$ cat src/rtl/sha_pkg.sv
// Shared types and constants for the SHA-256 digest finalizer: the a..h
// working-state struct, the standard IV and the per-word feed-forward add.
package sha_pkg;

    typedef struct packed {
        logic [31:0] a;
        logic [31:0] b;
        logic [31:0] c;
        logic [31:0] d;
        logic [31:0] e;
        logic [31:0] f;
        logic [31:0] g;
        logic [31:0] h;
    } HashState;

    localparam int DIGEST_W = 256;

    localparam HashState SHA256_IV = '{
        a: 32'h6a09e667, b: 32'hbb67ae85, c: 32'h3c6ef372, d: 32'ha54ff53a,
        e: 32'h510e527f, f: 32'h9b05688c, g: 32'h1f83d9ab, h: 32'h5be0cd19
    };

    typedef enum logic {
        HOLD_EMPTY = 1'b0,
        HOLD_FULL  = 1'b1
    } hold_state_e;

    // Each word wraps on its own; no carry crosses a word boundary.
    function automatic HashState hash_add(input HashState x, input HashState y);
        HashState r;
        r.a = x.a + y.a;
        r.b = x.b + y.b;
        r.c = x.c + y.c;
        r.d = x.d + y.d;
        r.e = x.e + y.e;
        r.f = x.f + y.f;
        r.g = x.g + y.g;
        r.h = x.h + y.h;
        return r;
    endfunction

endpackage

$ cat src/rtl/sha_hit_holder.sv
// Single-entry holding register for winning nonces, drained by a valid/ready
// handshake, with a saturating counter of hits lost while it was full.
module sha_hit_holder
    import sha_pkg::*;
#(
    parameter int NONCE_W = 32,
    parameter int DROP_W  = 16
) (
    input  logic               clk,
    input  logic               rst_n,
    input  logic               hit_i,
    input  logic [NONCE_W-1:0] nonce_i,
    input  HashState           digest_i,
    input  logic               ready_i,
    output logic               valid_o,
    output logic [NONCE_W-1:0] nonce_o,
    output HashState           digest_o,
    output logic [DROP_W-1:0]  drop_count_o
);

    hold_state_e        state_q, state_d;
    logic [NONCE_W-1:0] nonce_q, nonce_d;
    HashState           digest_q, digest_d;
    logic [DROP_W-1:0]  drop_q, drop_d;

    always_comb begin
        // NOTE: every target gets its hold value first, so no path leaves one unassigned and no latch is inferred.
        state_d  = state_q;
        nonce_d  = nonce_q;
        digest_d = digest_q;
        drop_d   = drop_q;
        unique case (state_q)
            HOLD_EMPTY: begin
                if (hit_i) begin
                    state_d  = HOLD_FULL;
                    nonce_d  = nonce_i;
                    digest_d = digest_i;
                end
            end
            HOLD_FULL: begin
                if (hit_i && ready_i) begin
                    nonce_d  = nonce_i;
                    digest_d = digest_i;
                end else if (hit_i) begin
                    if (drop_q != {DROP_W{1'b1}}) drop_d = drop_q + DROP_W'(1);
                end else if (ready_i) begin
                    state_d = HOLD_EMPTY;
                end
            end
            default: state_d = HOLD_EMPTY;
        endcase
    end

    always_ff @(posedge clk or negedge rst_n) begin
        if (!rst_n) begin
            // NOTE: the held nonce/digest are reset as well, so the outputs read 0 rather than X after reset.
            state_q  <= HOLD_EMPTY;
            nonce_q  <= '0;
            digest_q <= '0;
            drop_q   <= '0;
        end else begin
            // NOTE: non-blocking updates, so every register samples the pre-edge values.
            state_q  <= state_d;
            nonce_q  <= nonce_d;
            digest_q <= digest_d;
            drop_q   <= drop_d;
        end
    end

    assign valid_o      = (state_q == HOLD_FULL);
    assign nonce_o      = nonce_q;
    assign digest_o     = digest_q;
    assign drop_count_o = drop_q;

endmodule

$ cat src/rtl/sha_digest_finalizer.sv
// Feed-forward add after the last SHA-256 round, digest-vs-target compare,
// winning-nonce capture and hash/drop statistics.
module sha_digest_finalizer
    import sha_pkg::*;
#(
    parameter int NONCE_W = 32,
    parameter int CNT_W   = 32,
    parameter int DROP_W  = 16
) (
    input  logic                clk,
    input  logic                rst_n,
    input  logic                valid_i,
    input  HashState            state_i,
    input  logic [NONCE_W-1:0]  nonce_i,
    input  HashState            init_i,
    input  logic [DIGEST_W-1:0] target_i,
    output logic                digest_valid_o,
    output HashState            digest_o,
    output logic                found_valid_o,
    input  logic                found_ready_i,
    output logic [NONCE_W-1:0]  found_nonce_o,
    output HashState            found_digest_o,
    output logic [CNT_W-1:0]    hashes_checked_o,
    output logic [DROP_W-1:0]   drop_count_o
);

    logic                s1_valid_q, s1_valid_d;
    HashState            s1_digest_q, s1_digest_d;
    logic [NONCE_W-1:0]  s1_nonce_q, s1_nonce_d;
    logic [CNT_W-1:0]    hashes_q, hashes_d;
    logic [DIGEST_W-1:0] cmp_value;
    logic                hit;

    always_comb begin
        s1_valid_d  = valid_i;
        s1_digest_d = hash_add(state_i, init_i);
        s1_nonce_d  = nonce_i;
    end

    // H7 is the most-significant word of the compare; words are not byte-swapped.
    always_comb begin
        cmp_value = {s1_digest_q.h, s1_digest_q.g, s1_digest_q.f, s1_digest_q.e,
                     s1_digest_q.d, s1_digest_q.c, s1_digest_q.b, s1_digest_q.a};
        hit       = s1_valid_q && (cmp_value <= target_i);
        hashes_d  = s1_valid_q ? hashes_q + CNT_W'(1) : hashes_q;
    end

    always_ff @(posedge clk or negedge rst_n) begin
        if (!rst_n) begin
            s1_valid_q  <= 1'b0;
            s1_digest_q <= '0;
            s1_nonce_q  <= '0;
            hashes_q    <= '0;
        end else begin
            s1_valid_q  <= s1_valid_d;
            s1_digest_q <= s1_digest_d;
            s1_nonce_q  <= s1_nonce_d;
            hashes_q    <= hashes_d;
        end
    end

    sha_hit_holder #(
        .NONCE_W (NONCE_W),
        .DROP_W  (DROP_W)
    ) u_holder (
        .clk          (clk),
        .rst_n        (rst_n),
        .hit_i        (hit),
        .nonce_i      (s1_nonce_q),
        .digest_i     (s1_digest_q),
        .ready_i      (found_ready_i),
        .valid_o      (found_valid_o),
        .nonce_o      (found_nonce_o),
        .digest_o     (found_digest_o),
        .drop_count_o (drop_count_o)
    );

    assign digest_valid_o   = s1_valid_q;
    assign digest_o         = s1_digest_q;
    assign hashes_checked_o = hashes_q;

endmodule

$ cat config.mk
export PLATFORM = sky130hd
export DESIGN_NAME = sha_digest_finalizer
export DESIGN_NICKNAME = d
export VERILOG_FILES = /design/src/rtl/sha_pkg.sv /design/src/rtl/sha_hit_holder.sv /design/src/rtl/sha_digest_finalizer.sv
export SDC_FILE = /design/constraint.sdc
export NUM_CORES = 2
export LEC_CHECK = 0
export ABC_AREA = 0
export CORE_AREA = 4 4 545 547
export CTS_BUF_LIST = sky130_fd_sc_hd__clkbuf_4 sky130_fd_sc_hd__clkbuf_8 sky130_fd_sc_hd__clkbuf_16
export DETAILED_ROUTE_END_ITERATION = 8
export DIE_AREA = 0 0 549 551
export PLACE_DENSITY = 0.44
export SYNTH_ARGS = -nofsm -noshare
export SYNTH_HDL_FRONTEND = slang
export SYNTH_HIERARCHICAL = 1
export SYNTH_SLANG_ARGS = --single-unit
$ cat constraint.sdc
create_clock -name clk -period 4.1 [get_ports clk]
set_input_delay 0.82 -clock clk [delete_from_list [all_inputs] [get_ports clk]]
set_output_delay 0.82 -clock clk [all_outputs]
set_load 0.1 [all_outputs]
==> results.json <==
{
  "status": "finished with violations",
  "violations": "negative setup slack",
  "syn_nets": 4937,
  "cp_data_arrival_time_ns": 4.87,
  "power.density_nw_per_um2": 724,
  "ys_async_sr_fraction": 1.00,
  "ir_worst_vdd_v": 0.000688,
  "gp_congestion": 0.907,
  "ys_seq_area_frac": 0.405,
  "layout_setup_ws_ns": -0.131,
  "max_cap_violations": 0,
  "drc": 0,
  "drt_wl_total_um": 260000,
  "synthesis.instances": 3619,
  "drt-vias-per-instance": 3.90,
  "grt_overflow_total": 0,
  "netlist_area_um2": 38700,
  "grt_use_total": 0.163,
  "synthFlopType": "dfrtp_1",
  "ys.warnings.count": 6,
  "areaGrowthSynthToFinish_pct": 71.4,
  "cts_root_buffer": "clkbuf_16",
  "grt_setup_unrepaired": "yes",
  "grt_pass1_wl_um": 341000,
  "dieArea_um2": 302000,
  "synth_top_area_frac": 0.405,
  "skew_ns": 0.0515,
  "start_util": 0.132,
  "vias": 37360,
  "tightest_slew_ns": 1.16,
  "clk_pin_slew_ns": 0.07,
  "slew_headroom": 0.223,
  "fin_crit_ns": 4.23,
  "port-buffer-count": 1397,
  "grt_max_degree": 91,
  "row_count": 199,
  "drive_gt1_frac": 0.214,
  "ctsHoldBuffers": 0,
  "netlist-cell-type-count": 88,
  "hold_viol": 0,
  "drt_pass1_iterations": 6,
  "die_y_um": 551,
  "synth_edf_count": 0,
  "cts_made_buffers": 89,
  "antenna_found_initial": 151,
  "synthTopCellsByArea": "dfrtp_1 (41%), ha_1 (16%), mux2_2 (8.4%), xnor2_1 (4.0%), a21oi_1 (3.7%)",
  "fin_setup_tns_ns": -19.24,
  "place_ws_ns": -1.66,
  "clk_latency_ns": 0.79,
  "synth_top_area_cell": "dfrtp_1",
  "hold_ws_ns": 0.0759,
  "crit_path_start_kind": "input port",
  "avgRoutedWirePerCell_um": 27.2,
  "crit_type": "input port to flip-flop",
  "yosys-top-cells-count": "dfrtp_1 (626), ha_1 (506), inv_1 (326), mux2_2 (289), a21oi_1 (288)",
  "postLayoutCellArea_um2": 66300,
  "postRouteAntennaNets": 0,
  "core-area_um2": 293000,
  "cts_max_level": 3,
  "drv_slew": 0,
  "place.detailed.hpwl_um": 229000,
  "drtIter0Drc": 2222,
  "cp_max_fo": 29,
  "grt_pass1_vias": 38888,
  "fin_nets": 6888,
  "postPlaceCellArea_um2": 61100,
  "hp-class": "input port to asynchronous set/reset pin",
  "cts_buffer_depth": 4,
  "clock-sinks": 626,
  "synth.most_common_cell": "dfrtp_1",
  "p_leak_nw": 29.7,
  "fmax_mhz": 236,
  "cts_tree": "built",
  "syn_area_per_cell_um2": 10.7,
  "synth.ff_latch_count": 626,
  "period_share": 1.03,
  "required_ns": 4.74,
  "ioPinCount": 1398,
  "setup_violations": 254,
  "die_x_um": 549,
  "crit_path_end_kind": "flip-flop"
}
layout by cell type (no fill, tap or decap), types with 147 or more instances in the layout:
| cell type | netlist | final |
|---|---|---|
| clkdlybuf4s50_1 | 0 | 1308 |
| dfrtp_1 | 626 | 607 |
| ha_1 | 506 | 479 |
| buf_4 | 22 | 472 |
| inv_1 | 326 | 312 |
| a21oi_1 | 288 | 272 |
| xnor2_1 | 175 | 175 |
| nand2_1 | 169 | 167 |
| a21o_1 | 163 | 163 |
| mux2_2 | 289 | 147 |
worst paths after layout:
kind | startpoint | to | slack, ns | cells after the start
max | target_i[217] | u_holder/digest_o[163]$_DFFE_PN0P_ | -0.13 | 20
min | rst_n | digest_valid_o$_DFF_PN0_ | 0.08 | 1
max reg2reg | digest_o[61]$_DFF_PN0_ | u_holder/digest_o[163]$_DFFE_PN0P_ | -0.09 | 18
min reg2reg | s1_nonce_q[4]$_DFF_PN0_ | u_holder/nonce_o[4]$_DFFE_PN0P_ | 0.47 | 1
max in group asynchronous | rst_n | digest_o[52]$_DFF_PN0_ | 2.82 | 2
min in group clk | nonce_i[17] | s1_nonce_q[17]$_DFF_PN0_ | 0.47 | 1
critical path, stage by stage:
cell and delay (ns):
clkdlybuf4s50_1 0.46, inv_1 0.05, ha_1 0.29, nand4_1 0.13, or4b_4 0.59, nor2_4 0.13, buf_6 0.10, and4b_2 0.27
buf_12 0.14, nand3_4 0.10, a311oi_4 0.26, nor4_4 0.09, o21ai_4 0.11, o31ai_4 0.09, buf_6 0.14, buf_12 0.12
nand2_8 0.06, buf_12 0.14, buf_4 0.37, mux2_2 0.39
registers in the layout (all words and copies together), names as in the netlist:
register               count
u_holder/valid_o           1
u_holder/drop_count_o     16
s1_nonce_q                32
u_holder/digest_o        256
u_holder/nonce_o          32
digest_o                 256
hashes_checked_o          32
digest_valid_o             1
where the power goes:
group	internal [mW]	switching (mW)
combinational	8.38	21.0
clock	5.30	3.21
sequential	8.23	1.87
cell type report:
class                           count  area (µm²)
Fill cell                       31597      226000
Multi-Input combinational cell   2633       22800
Timing Repair Buffer             1894       18400
Sequential cell                   626       15700
Tap cell                         3919        4900
Clock buffer                      116        2550
Inverter                          326        1220
Clock inverter                     37         591
Antenna cell                       28        70.1
what timing repair did:
item / in CTS / in global routing
gates resized for setup: 159 / 200
endpoints found under the setup margin: 305 / 300
endpoints found under the hold margin: 0 / 0
cloned: 4 / 5
pin swaps: 28 / 55
setup buffers: 25 / 9
cells by family (layout without fill, tap and decap cells):
logic type	Yosys count	after routing	synth area share
adder cells (fa/ha/maj)	514	514	0.168
AND/OR/NAND/NOR	682	682	0.0930
AO/OA/AOI/OAI	878	878	0.151
flip-flops	626	626	0.405
other	0	28	0
multiplexers	295	295	0.0860
buffers and inverters	360	2373	0.0374
XOR/XNOR	264	264	0.0598
per-layer routing:
layer | track usage | up-vias | share of wire
met1 | 0.200 | 18409 | 0.42
met5 | 0 | - | 0.0030
met2 | 0.280 | 1439 | 0.47
met3 | 0.0534 | 394 | 0.085
met4 | 0.0330 | 112 | 0.022
li1 | - | 17006 | -
stage by stage:
stage / total power [mW] / util / std cells
finish: 48.0 / 0.226 / 9579
floorplan: 28.6 / - / 3619
global placement: 38.5 / 0.209 / 9362
detailed placement: 38.7 / 0.209 / 9362
global route: 49.7 / 0.226 / 9559
CTS: 48.0 / 0.223 / 9540
No activity file was read; power rests on OpenSTA's default activity.
